## src/rtl/clock_monitor_pkg.sv

```systemverilog
// Shared types and fault encodings for the clock monitor.
package clock_monitor_pkg;

  typedef enum logic [2:0] {
    ST_IDLE,
    ST_ACQUIRE,
    ST_MEASURE,
    ST_LOCKED,
    ST_FAULT
  } state_e;

  localparam logic [1:0] FC_NONE = 2'b00;
  localparam logic [1:0] FC_LOST = 2'b01;
  localparam logic [1:0] FC_FAST = 2'b10;

endpackage : clock_monitor_pkg

```

## src/rtl/clk_sync_edge.sv

```systemverilog
// Multi-flop synchronizer for an asynchronous level plus a rising-edge pulse
// taken from the synchronized output.
module clk_sync_edge #(
  parameter int SYNC_STAGES = 2
) (
  input  logic clk_in,
  input  logic rst_n,
  input  logic async_in,
  output logic edge_o
);

  logic [SYNC_STAGES-1:0] sync_q;
  logic                   prev_q;

  // NOTE: flops are written with <= so every stage samples the pre-edge value
  // of its neighbour; blocking assignments would collapse the chain to one flop.
  always_ff @(posedge clk_in or negedge rst_n) begin
    if (!rst_n) begin
      sync_q <= '0;
      prev_q <= 1'b0;
    end else begin
      sync_q <= {sync_q[SYNC_STAGES-2:0], async_in};
      prev_q <= sync_q[SYNC_STAGES-1];
    end
  end

  assign edge_o = sync_q[SYNC_STAGES-1] & ~prev_q;

endmodule : clk_sync_edge

```

## src/rtl/clock_monitor.sv

```systemverilog
// Measures the period of an asynchronous monitored clock in clk_in cycles,
// declares lock after enough in-range periods and latches loss/too-fast faults.
module clock_monitor
  import clock_monitor_pkg::*;
#(
  parameter  int SYNC_STAGES = 2,
  parameter  int MIN_PERIOD  = 4,
  parameter  int MAX_PERIOD  = 64,
  parameter  int LOCK_COUNT  = 4,
  localparam int CNT_W       = $clog2(MAX_PERIOD + 1)
) (
  input  logic             clk_in,
  input  logic             rst_n,
  input  logic             mon_clk,
  input  logic             enable,
  input  logic             clear_fault,
  output logic [CNT_W-1:0] period_o,
  output logic             period_valid,
  output logic             locked,
  output logic             fault,
  output logic [1:0]       fault_code
);

  localparam int GOOD_W = $clog2(LOCK_COUNT + 1);

  localparam logic [CNT_W-1:0]  MIN_P  = CNT_W'(MIN_PERIOD);
  localparam logic [CNT_W-1:0]  MAX_P  = CNT_W'(MAX_PERIOD);
  localparam logic [CNT_W-1:0]  MAX_M1 = CNT_W'(MAX_PERIOD - 1);
  localparam logic [GOOD_W-1:0] LOCK_G = GOOD_W'(LOCK_COUNT);

  state_e              state_q, state_d;
  logic [CNT_W-1:0]    cnt_q, cnt_d;
  logic [CNT_W-1:0]    period_q, period_d;
  logic [GOOD_W-1:0]   good_q, good_d;
  logic                pv_q, pv_d;
  logic [1:0]          code_q, code_d;

  logic                mon_edge;
  logic                timeout;
  logic                in_range;
  logic [CNT_W-1:0]    meas;
  logic [GOOD_W-1:0]   good_inc;

  clk_sync_edge #(
    .SYNC_STAGES (SYNC_STAGES)
  ) u_sync (
    .clk_in   (clk_in),
    .rst_n    (rst_n),
    .async_in (mon_clk),
    .edge_o   (mon_edge)
  );

  // The period ending on this edge includes the edge cycle itself.
  assign meas     = cnt_q + 1'b1;
  assign good_inc = good_q + 1'b1;
  assign timeout  = !mon_edge && (cnt_q == MAX_M1);
  assign in_range = (meas >= MIN_P) && (meas <= MAX_P);

  // NOTE: every variable gets a default before the case statement, so no
  // path leaves one unassigned and no latch is inferred.
  always_comb begin
    state_d  = state_q;
    good_d   = good_q;
    period_d = period_q;
    pv_d     = 1'b0;
    code_d   = code_q;

    if (mon_edge) begin
      cnt_d = '0;
    end else if (cnt_q == MAX_P) begin
      cnt_d = cnt_q;
    end else begin
      cnt_d = cnt_q + 1'b1;
    end

    if (!enable) begin
      state_d  = ST_IDLE;
      cnt_d    = '0;
      good_d   = '0;
      period_d = '0;
      code_d   = FC_NONE;
    end else begin
      case (state_q)
        ST_IDLE: begin
          state_d = ST_ACQUIRE;
          cnt_d   = '0;
          good_d  = '0;
        end
        ST_ACQUIRE: begin
          // The first edge only establishes phase; no period is known yet.
          if (mon_edge) begin
            state_d = ST_MEASURE;
            good_d  = '0;
          end else if (timeout) begin
            state_d = ST_FAULT;
            code_d  = FC_LOST;
          end
        end
        ST_MEASURE: begin
          if (mon_edge) begin
            pv_d     = 1'b1;
            period_d = meas;
            if (!in_range) begin
              good_d = '0;
            end else if (good_inc == LOCK_G) begin
              good_d  = good_inc;
              state_d = ST_LOCKED;
            end else begin
              good_d = good_inc;
            end
          end else if (timeout) begin
            state_d = ST_FAULT;
            code_d  = FC_LOST;
          end
        end
        ST_LOCKED: begin
          if (mon_edge) begin
            pv_d     = 1'b1;
            period_d = meas;
            if (meas < MIN_P) begin
              state_d = ST_FAULT;
              code_d  = FC_FAST;
            end
          end else if (timeout) begin
            state_d = ST_FAULT;
            code_d  = FC_LOST;
          end
        end
        ST_FAULT: begin
          if (clear_fault) begin
            state_d = ST_ACQUIRE;
            cnt_d   = '0;
            code_d  = FC_NONE;
          end
        end
        default: begin
          state_d = ST_IDLE;
        end
      endcase
    end
  end

  always_ff @(posedge clk_in or negedge rst_n) begin
    if (!rst_n) begin
      state_q  <= ST_IDLE;
      cnt_q    <= '0;
      good_q   <= '0;
      period_q <= '0;
      pv_q     <= 1'b0;
      code_q   <= FC_NONE;
    end else begin
      state_q  <= state_d;
      cnt_q    <= cnt_d;
      good_q   <= good_d;
      period_q <= period_d;
      pv_q     <= pv_d;
      code_q   <= code_d;
    end
  end

  assign period_o     = period_q;
  assign period_valid = pv_q;
  assign locked       = (state_q == ST_LOCKED);
  assign fault        = (state_q == ST_FAULT);
  assign fault_code   = code_q;

endmodule : clock_monitor

```

## config.mk

```make
export PLATFORM = sky130hd
export DESIGN_NAME = clock_monitor
export DESIGN_NICKNAME = d
export VERILOG_FILES = /design/src/rtl/clock_monitor_pkg.sv /design/src/rtl/clk_sync_edge.sv /design/src/rtl/clock_monitor.sv
export SDC_FILE = /design/constraint.sdc
export NUM_CORES = 1
export LEC_CHECK = 0
export ABC_AREA = 1
export CORE_UTILIZATION = 30
export DETAILED_ROUTE_END_ITERATION = 7
export SYNTH_ARGS = -nofsm -noshare
export SYNTH_HDL_FRONTEND = slang
export SYNTH_SLANG_ARGS = --single-unit
```

## constraint.sdc

```tcl
create_clock -name clk_in -period 1.5 [get_ports clk_in]
set_input_delay 0.375 -clock clk_in [delete_from_list [all_inputs] [get_ports clk_in]]
set_output_delay 0.375 -clock clk_in [all_outputs]
set_load 0.1 [all_outputs]
```

After elaboration in Yosys (flattened, before gate mapping):

Index checks and enable logic that the tools add are counted.

* bits in registers: 26
* bits in read-only memories: 0
* bits in latches: 0
* logic and storage cells: 76
* input port bits: 5
* memories: 0
* bits in writable memories: 0
* output and inout bits: 12

* multiply operators: 0
* magnitude comparators: 3
* bitwise logic cells: 2
* reduce and logical (&&, ||, !) cells: 10
* equality and inequality tests: 18
* divide/modulo/power cells: 0
* add/subtract/negate cells: 2
* shifts and indexed selects: 0
* mux-type cells: 33

Operator list (count)
* $mux W7: 7
* $mux W3: 13
* $pmux W3 S5: 1
* $pmux W7 S2: 1
* $mux W2: 6
* $ne A3 B3 Y1 const B: 4
* $pmux W3 S3: 1
* $ne A4 B4 Y1 const B: 2
* $reduce_and A4 Y1: 2
* $add A7 B1 Y7 const B: 1
* $eq A7 B6 Y1 const B: 1
* $eq A7 B7 Y1 const B: 1
* $ge A7 B3 Y1 const B: 1
* $le A7 B7 Y1 const B: 1
* $lt A7 B3 Y1 const B: 1
* $eq A3 B2 Y1 const B: 2
* $eq A3 B3 Y1 const B: 2
* $pmux W2 S3: 1
* $ne A4 B1 Y1 const B: 1
* $ne A4 B2 Y1 const B: 1
* $ne A4 B3 Y1 const B: 1
* $reduce_or A2 Y1: 2
* $add A3 B1 Y3 const B: 1
* $eq A3 B1 Y1 const B: 1
* other kinds (10): 13

Longest topological paths before layout:

Gate-level depths: netlist (run 1).

* depth in word-level cells: 8
* gate-level depth with buffers: 13
* depth with buffers taken out: 13

Modules after synthesis:

Synthesis (run 1) repeated with hierarchy kept, for this count alone.

* cells, all modules: 182
* area total of the unflattened synthesis: 1411.4 um^2

By module, submodules not included
* clock_monitor: cells an instance 177, area each 1326.3 um^2, times used 1, seq. area each 575.6 um^2
* clk_sync_edge: cells an instance 5, area each 85.1 um^2, times used 1, seq. area each 75.1 um^2

Worst setup path after synthesis (run 1):

Ideal clock, no wire load.

* kind: register to register
* from: register state_q[0]
* to: register code_q[1] (netlist: fault_code[1])
* slack: -0.261 ns
* clock period less this slack: 1.761 ns
* cell stages (with the launch flop): 9
* arrival time: 1.685 ns
* data required time: 1.423 ns
* buffers on the path: 0
* library setup time: 0.077 ns
* path through: dfrtp_1 > nand2_2 > nor2_4 > inv_2 > nor3_4 > nand2_1 > nand4_2 > nand2_1 > o21ai_1

* elaborated cells on any way between the ends: 12
* classes of those cells: eq/ne: 8; mux: 2; reduce/logical: 2

RTL lines
* start, declared: line clock_monitor.sv:31 `state_e state_q, state_d;`
* start signal, assigned: line clock_monitor.sv:152 `state_q <= state_d;`
* $eq A3 B2 Y1 (*)
* named net locked: line clock_monitor.sv:19 `output logic locked,`
* $ne A4 B2 Y1 (no line), or another cell as far along
* $reduce_and A4 Y1 (no line) / $mux W2 (equally long branches)
* end signal, assigned: line clock_monitor.sv:157 `code_q <= code_d;`
* end, declared: line clock_monitor.sv:36 `logic [1:0] code_q, code_d;`

The timed path passes the listed nets; every way through them passes the cells marked *.
A chain may end at the register's enable or synchronous reset.

Worst setup path in the final report (run 1):

* from: register cnt_q[0]
* to: register state_q[1]

* cells in the longest elaborated chain, start to end: 6
* elaborated cells on any way between the ends: 16
* classes of those cells: add/sub: 1; order compare: 3; eq/ne: 3; mux: 6; reduce/logical: 3

Ends and longest elaborated chain
* start, declared: line clock_monitor.sv:32 `logic [CNT_W-1:0] cnt_q, cnt_d;`
* start signal, assigned: line clock_monitor.sv:153 `cnt_q <= cnt_d;`
* parallel branches: the longest is 6 deep, another holds $add A7 B1 Y7

Parallel ways; which one is timed is not known.

==> results of run 1 <==
-- power groups by stage --
stage	sequential, µW	combinational, µW	clock, µW
floorplan	775	104	0
global placement	752	225	0
detailed placement	753	224	0
CTS	735	252	433
global route	739	284	460
finish	736	258	415
-- worst max-delay path, delay by kind of cell (launching register included) --
| family | cells | cell delay [ns] |
|---|---|---|
| flip-flops | 1 | 0.36 |
| adder cells (fa/ha/maj) | 1 | 0.21 |
| AND/OR/NAND/NOR | 11 | 0.93 |
-- worst max-delay path by stage --
stage | end | slack (ns) | cells after the start
floorplan | fault_code[1] | -0.21 | 8
global placement | fault_code[1] | -0.20 | 7
detailed placement | fault_code[0] | -0.25 | 7
CTS | fault_code[0] | -0.08 | 11
global route | fault_code[0] | -0.21 | 10
finish | state_q[1] | -0.10 | 12
-- cells in the mapped netlist --
library cell,n
inv_2,4
clkbuf_1,1
nor2_2,2
or2_2,1
o21ai_0,11
o21a_1,1
inv_1,21
nand3b_1,2
xor2_1,1
o211ai_1,2
a21oi_2,2
nand2_4,1
nor3_4,1
nor2_1,13
nand3_2,5
nand2_1,32
nand2_2,5
o21bai_1,1
o21ai_1,7
a21oi_1,3
nand4_2,1
xnor2_1,1
nand4_1,4
nand3_1,17
dfrtp_1,26
nor2_4,4
nor3_1,5
ha_1,4
-- kinds of logic after synthesis --
logic type | Yosys count | synth area share
xor+xnor | 2 | 0.01190
simple gates | 93 | 0.3424
fa+ha+maj | 4 | 0.03399
buf+inv | 26 | 0.06627
flops | 26 | 0.4418
compound gates | 27 | 0.1036
-- sequential cells by signal (all words and copies together) (netlist names) --
register,count
good_q,3
cnt_q,7
state_q,3
u_sync.prev_q,1
u_sync.sync_q,2
period_o,7
period_valid,1
fault_code,2
-- metal layers --
layer  routed length (µm)  vias to the layer above  part of all wire  global-route usage
met4                   58                        0             0.017             0.04575
met2                 1682                       32              0.49              0.2357
met1                 1621                      633              0.47              0.1942
met5                    0                        -                 0                   0
li1                     -                      685                 -                   -
met3                  100                        6             0.029             0.03056
-- layout make-up --
| class | count | area [µm²] |
|---|---|---|
| fillers | 446 | 2494 |
| multi-input cells | 126 | 819.5 |
| flip-flops and latches | 26 | 653.1 |
| repair buffers | 47 | 529.3 |
| inverters | 25 | 98.84 |
| well taps | 67 | 83.83 |
| clock buffers | 4 | 45.04 |
-- metrics by stage --
step | total power, µW | utilization | std cells
CTS | 1419 | 0.4562 | 292
global route | 1483 | 0.4721 | 295
floorplan | 879.2 | - | 178
global placement | 976.9 | 0.4246 | 281
finish | 1409 | 0.4721 | 295
detailed placement | 977.3 | 0.4246 | 281
-- timing repair --
action,in CTS,in global routing
setup endpoints to repair,10,17
pin swaps,9,10
gates resized for setup,13,20
setup buffers,7,4
==> results.cfg, run 1 <==
[placed_design]
post-dp-hpwl_mm = 2.407
place_area_um2 = 2006
port_buffers = 16
gp_congestion = 0.8804
place_ws_ns = -0.2527

[worst_setup_path]
cp_data_arrival_time_ns = 1.77
reg2reg_from = cnt_q[0]
reg2reg_depth = 12
end_kind = flop
critPathMaxStageDelay_ns = 0.36
crit_type = flop to flop
setup.worst_path.start = cnt_q[0]
crit_fanout = 5
critPathLaunchType = flop
path_cells = ha_2, nand2_4, nor2_4, nand3_2, nand2_4, nor2_4, nand2_4, nand3_2, nand2_2, nand2_1, nand2_1, nand2_1
r2r-end = state_q[1]
crit_required_ns = 1.67
slowest_stage = dfrtp_1
rrSetupSlack_ns = -0.10

[final_layout]
nets = 238
drive_gt1_frac = 0.3947
fin_area_um2 = 2230
diodes = 0
synthToLayoutAreaGrowth_pct = 51.40
layout_common_cells = 29 x buf_4, 27 x nand2_1, 24 x dfrtp_1
mostFrequentLayoutCell = buf_4

[power_and_ir_drop]
ir_drop_mv = 0.5555
power_frac_clock = 0.294
switching_share = 0.2816
p_int_uw = 1012
power_frac_seq = 0.523
p_comb_frac = 0.183
p_switching_uw = 396.8
power.leakage_uw = 0.001032
cellPowerDensity_nw_per_um2 = 632.0

[sta]
layout_min_cycle_time_ns = 1.600
fmax_mhz = 624.9
setup_viol = 10
finalCritPeriodShare = 1.067
fin_ws_ns = -0.1003
hold_violations = 0
finalClockSkew_ns = 0.007811
hold_slack_ns = 0.3583
setup_tns_ns = -0.6927
slew_violations = 0
slew_headroom = 0.7997
tightest_slew_ns = 0.3004
rsz0062_at_grt = yes

[synth]
synth_area_um2 = 1473
synthDistinctLibCells = 28
synth_top_cell_area_share = 0.4418
syn_inst = 178
synth_area_leaders = dfrtp_1 44%, nand2_1 8.2%, nand3_1 5.8%, inv_1 5.4%, o21ai_0 3.7%
yosysSeqAreaShare = 0.4418
syn-num-nets = 187
ys_ff_latch = 26
synth.avg_cell_area_um2 = 8.273
yosysWarnings = 0
synth_top_cell_by_area = dfrtp_1

[route]
wl_mm = 3.463
drtAntennaViolNets = 0
wl_per_cell_um = 11.74
drtIter0Drc = 106
num_vias = 1356
drc = 0
dr.pass1.iters = 4
vias_per_cell = 4.597

[cts]
cts_sinks = 26
holdBufCountCts = 0
cts_root_buf = clkbuf_8
cts_made_buffers = 3
clock_latency_ns = 0.27
htree_num_levels = 1
cts_buffer_depth = 2
clkTransAtPathRegs_ns = 0.09
cts_tree = yes

[grt]
grt_pass1_wl_mm = 5.892
antenna_found_initial = 0
grt_max_degree = 27
gr-total-overflow = 0
track_usage = 0.1452
grt_pass1_vias = 1338

[status]
violations = negative setup slack
status = finished with violations

[hold_path]
min_from = u_sync.sync_q[0]
worstHoldEndpoint = u_sync.sync_q[1]
hp-class = flop to flop
hold_path_depth = 0

[floorplanning]
rows = 25
die_w_um = 72.07
ios = 17
start_util = 0.3118
die_h_um = 72.07
coreArea_um2 = 4723
die_area_um2 = 5193

[flow_run]
maxCapViolCount = 0
No activity file was read; power rests on OpenSTA's default activity.
==> run 2: changes to the inputs <==
--- a/config.mk
+++ b/config.mk
@@ -6,8 +6,11 @@
 export NUM_CORES = 1
 export LEC_CHECK = 0
 export ABC_AREA = 1
+export CAP_MARGIN = 20
+export CORE_MARGIN = 2
 export CORE_UTILIZATION = 30
 export DETAILED_ROUTE_END_ITERATION = 7
+export HOLD_SLACK_MARGIN = 0.06
 export SYNTH_ARGS = -nofsm -noshare
 export SYNTH_HDL_FRONTEND = slang
 export SYNTH_SLANG_ARGS = --single-unit
==> run 2 against run 1 <==
Against the previous run:
- the run still ends with negative setup slack left
- critical endpoint unchanged
- register-to-register slack worse by 0.03 ns
- sequential share of layout area down 1.3 points
- routed wire length up 12%
- critical path type unchanged
- clock skew down 0.0033 ns
==> results.cfg, run 2 (same netlist as run 1, synthesis figures left out) <==
[status]
status = finished with violations
violations = negative setup slack

[power_and_ir_drop]
ir_drop_mv = 0.4055
power.leakage_uw = 0.001034
cellPowerDensity_nw_per_um2 = 629.3

[grt]
grt_max_degree = 27
track_usage = 0.1509
antenna_found_initial = 0
gr-total-overflow = 0
grt_pass1_wl_mm = 6.334
grt_pass1_vias = 1392

[route]
num_vias = 1383
dr.pass1.iters = 4
drc = 0
wl_met2_mm = 2.001
wl_per_cell_um = 12.99
wl_met3_um = 141
vias_per_cell = 4.641
drtAntennaViolNets = 0
met1Wirelength_mm = 1.704
drtIter0Drc = 56
wl_mm = 3.870
highest_layer = met4

[worst_setup_path]
rrSetupSlack_ns = -0.13
crit_fanout = 4
crit_type = flop to flop
reg2reg_depth = 11
reg2reg_from = cnt_q[1]
r2r-end = state_q[1]
critPathLaunchType = flop
cp_data_arrival_time_ns = 1.80
end_kind = flop
crit_required_ns = 1.67

[cts]
cts_root_buf = clkbuf_8
cts_tree = yes
clkTransAtPathRegs_ns = 0.10
cts_sinks = 26
cts_made_buffers = 3
holdBufCountCts = 0
htree_num_levels = 1
clock_latency_ns = 0.27
cts_buffer_depth = 2

[sta]
hold_violations = 0
layout_min_cycle_time_ns = 1.626
rsz0062_at_grt = yes
fin_ws_ns = -0.1258
tightest_slew_ns = 0.3075
slew_headroom = 0.7947
finalClockSkew_ns = 0.004503
setup_viol = 11
slew_violations = 0
finalCritPeriodShare = 1.084
hold_slack_ns = 0.3565
fmax_mhz = 615.1

[placed_design]
place_area_um2 = 2028
post-dp-hpwl_mm = 2.523
gp_congestion = 0.8715
place_ws_ns = -0.2618
dp.cells = 284
port_buffers = 16

[final_layout]
fin_area_um2 = 2335
multiInputGateArea_um2 = 880.8
regArea_um2 = 654.4
diodes = 0
drive_gt1_frac = 0.4502
mostFrequentLayoutCell = buf_4
nets = 241
num-fill-cells = 446
synthToLayoutAreaGrowth_pct = 58.54
layout_common_cells = 28 x buf_4, 24 x nand2_1, 23 x dfrtp_1
stdcell_count = 298

[flow_run]
maxCapViolCount = 0

[hold_path]
hp-class = flop to flop
min_from = u_sync.sync_q[0]
worstHoldEndpoint = u_sync.sync_q[1]
hold_path_depth = 0

[floorplanning]
die_h_um = 74.07
die_w_um = 74.07
start_util = 0.3118
die_area_um2 = 5486
rows = 25
coreArea_um2 = 4723
ios = 17
-- run 2: worst max-delay path by stage --
stage,startpoint,endpoint,depth (start not counted)
after floorplan,state_q[0],fault_code[1],8
after CTS,cnt_q[1],state_q[1],12
after global routing,cnt_q[1],fault_code[1],11
after global placement,enable,fault_code[0],7
after detailed placement,enable,fault_code[1],7
final,cnt_q[1],state_q[1],11
-- run 2: final cells by class --
class	count	area share
timing repair buffer	50	0.2428
multi-input combinational	126	0.3773
clock buffer	4	0.02358
sequential	26	0.2803
tap	67	0.03591
inverter	25	0.04019
-- run 2: repair_timing --
action / in CTS / in global routing
buffers inserted: 7 / 5
pin swaps: 14 / 15
hold endpoints to repair: 0 / 0
setup endpoints to repair: 10 / 17
gates resized for setup: 15 / 31
-- run 2: worst max-delay path: stages (launching register included) --
cell,delay [ns]
dfrtp_1,0.43
ha_4,0.20
inv_1,0.06
nand2_1,0.06
nand2_2,0.06
nand3_1,0.10
nor2_2,0.16
nand2_4,0.10
a21oi_4,0.17
nand2_1,0.07
nand2_1,0.05
nand2_1,0.05
-- run 2: layer usage --
metal	vias to the layer above	track usage
met5	-	0
met4	0	0.03232
met3	4	0.03117
met2	32	0.2540
met1	659	0.2014
li1	688	-
-- run 2: report_power, final --
part / internal [µW] / switching, µW
registers: 717 / 20.7
logic: 106 / 160
clock network: 235 / 231
-- run 2: per-stage QoR --
step                utilization  power [µW]  setup TNS, ns
detailed placement       0.4294       984.2         -2.454
global placement         0.4294       983.2         -2.078
CTS                      0.4630        1466        -0.6519
floorplan                     -       879.2        -0.9837
global route             0.4943        1534         -1.959
finish                   0.4943        1469        -0.7367
==> run 3: changes to the inputs <==
--- a/config.mk
+++ b/config.mk
@@ -11,6 +11,7 @@
 export CORE_UTILIZATION = 30
 export DETAILED_ROUTE_END_ITERATION = 7
 export HOLD_SLACK_MARGIN = 0.06
+export REMOVE_ABC_BUFFERS = 1
 export SYNTH_ARGS = -nofsm -noshare
 export SYNTH_HDL_FRONTEND = slang
 export SYNTH_SLANG_ARGS = --single-unit
==> run 3 against run 2 <==
Against the previous run:
- the flow still finishes with violations (negative setup slack)
- first-iteration DRC count down 32%
- design area down 3.0%
- setup slack better by 0.028 ns
- non-clock buffer count down 2
- critical endpoint unchanged
==> results.cfg, run 3 (same netlist as run 1, synthesis figures left out) <==
[status]
status = finished with violations
violations = negative setup slack

[cts]
cts_tree = yes
clock_latency_ns = 0.27
cts_buffer_depth = 2
htree_num_levels = 1
clkTransAtPathRegs_ns = 0.09
cts_made_buffers = 3
holdBufCountCts = 0
cts_sinks = 26
cts_root_buf = clkbuf_8

[grt]
grt_max_degree = 27
gr-total-overflow = 0
antenna_found_initial = 0
track_usage = 0.1556
grt_pass1_wl_mm = 6.630
grt_pass1_vias = 1462

[final_layout]
mostFrequentLayoutCell = buf_4
synthToLayoutAreaGrowth_pct = 53.78
stdcell_count = 296
layout_common_cells = 30 x buf_4, 28 x nand2_1, 24 x dfrtp_1
diodes = 0
drive_gt1_frac = 0.4061
num-fill-cells = 457
fin_area_um2 = 2265
nets = 239

[worst_setup_path]
crit_type = flop to flop
crit_fanout = 5
cpMostUsedCell = nand2_1
cp_data_arrival_time_ns = 1.77
crit_required_ns = 1.67
slowest_stage = dfrtp_1
path_cells = ha_4, nand2_4, nor2_4, nand2_1, nand2_2, a21oi_4, nand2_4, a21oi_4, nand2_1, nand2_1, nand2_1
critPathMaxStageDelay_ns = 0.43
critPathLaunchType = flop
end_kind = flop

[sta]
rsz0062_at_grt = yes
fin_ws_ns = -0.09749
finalClockSkew_ns = 0.004069
finalCritPeriodShare = 1.065
layout_min_cycle_time_ns = 1.597
slew_headroom = 0.8250
slew_violations = 0
setup_viol = 9
setup_tns_ns = -0.6519
fmax_mhz = 626.0
tightest_slew_ns = 0.2616
hold_violations = 0

[power_and_ir_drop]
power_frac_seq = 0.503
p_switching_uw = 398.8
power_frac_clock = 0.310
cellPowerDensity_nw_per_um2 = 646.0
p_int_uw = 1064
p_comb_frac = 0.187
power.leakage_uw = 0.001032
total_power_uw = 1463
switching_share = 0.2726
ir_drop_mv = 0.3508

[route]
drtIter0Drc = 38
drc = 0
vias_per_cell = 4.622
drtAntennaViolNets = 0
dr.pass1.iters = 4
wl_per_cell_um = 12.38
num_vias = 1368
wl_mm = 3.665

[floorplanning]
coreArea_um2 = 4723
ios = 17
rows = 25
start_util = 0.3118
die_w_um = 74.07
die_area_um2 = 5486
die_h_um = 74.07

[flow_run]
maxCapViolCount = 0

[hold_path]
hp-class = flop to flop

[placed_design]
place_area_um2 = 2026
dp.cells = 284
port_buffers = 16
post-dp-hpwl_mm = 2.586
gp_congestion = 0.8560
==> run 3: changes by cell type in the layout (fill, tap and decap cells not counted), moves of 2 or more <==
| cell | change |
|---|---|
| o21ai_1 | +3 |
| buf_6 | -4 |
| o21ai_2 | -3 |
| nand2_2 | -4 |
| nand2_1 | +4 |
| buf_4 | +2 |
==> run 3: cell type report <==
class,count,area [µm²],area share
Timing Repair Buffer,48,536.8,0.2370
Tap cell,67,83.83,0.03702
Sequential cell,26,653.1,0.2884
Clock buffer,4,55.05,0.02431
Multi-Input combinational cell,126,839.6,0.3707
Inverter,25,96.34,0.04254
==> run 3: timing repair <==
item | in CTS | in global routing
buffers inserted | 6 | 2
setup endpoints to repair | 10 | 19
resized for setup | 13 | 21
pin swaps | 7 | 9
==> run 3: path summary, 6_finish.rpt <==
kind	slack, ns	to	depth (start not counted)	start
max	-0.1	state_q[1]	11	cnt_q[0]
min in group asynchronous	0.46	u_sync.sync_q[1]	2	rst_n
max in group asynchronous	0.88	state_q[0]	2	rst_n
max reg2reg	-0.1	state_q[1]	11	cnt_q[0]
min	0.36	u_sync.sync_q[1]	0	u_sync.sync_q[0]
min reg2reg	0.36	u_sync.sync_q[1]	0	u_sync.sync_q[0]
==> run 3: power groups by stage <==
stage          registers [µW]  logic (µW)  clock network, µW
6_report                  736         273                454
5_1_grt                   738         300                508
4_1_cts                   735         264                474
3_5_place_dp              747         244                  0
3_3_place_gp              747         243                  0
2_1_floorplan             774         101                  0
==> run 3: metal layers <==
| layer | global-route usage | part of all wire |
|---|---|---|
| met1 | 0.1968 | 0.45 |
| met3 | 0.02710 | 0.036 |
| met5 | 0 | 0 |
| met2 | 0.2708 | 0.50 |
| met4 | 0.04848 | 0.0085 |
==> run 3: per-stage QoR <==
step                  util  hold slack, ns  worst slack (ns)
CTS                 0.4628          0.3631          -0.09167
detailed placement  0.4289          0.3426           -0.2135
global route        0.4795          0.3665           -0.2477
finish              0.4795          0.3609          -0.09749
global placement    0.4289          0.3363           -0.2188
floorplan                -         0.07941           -0.2611
==> run 3: critical path, delay by kind of cell, from the launching register on <==
family / cells / cell delay (ns)
adder cells (fa/ha/maj): 1 / 0.18
AND/OR/NAND/NOR: 8 / 0.56
AO/OA/AOI/OAI: 2 / 0.32
flip-flops: 1 / 0.43
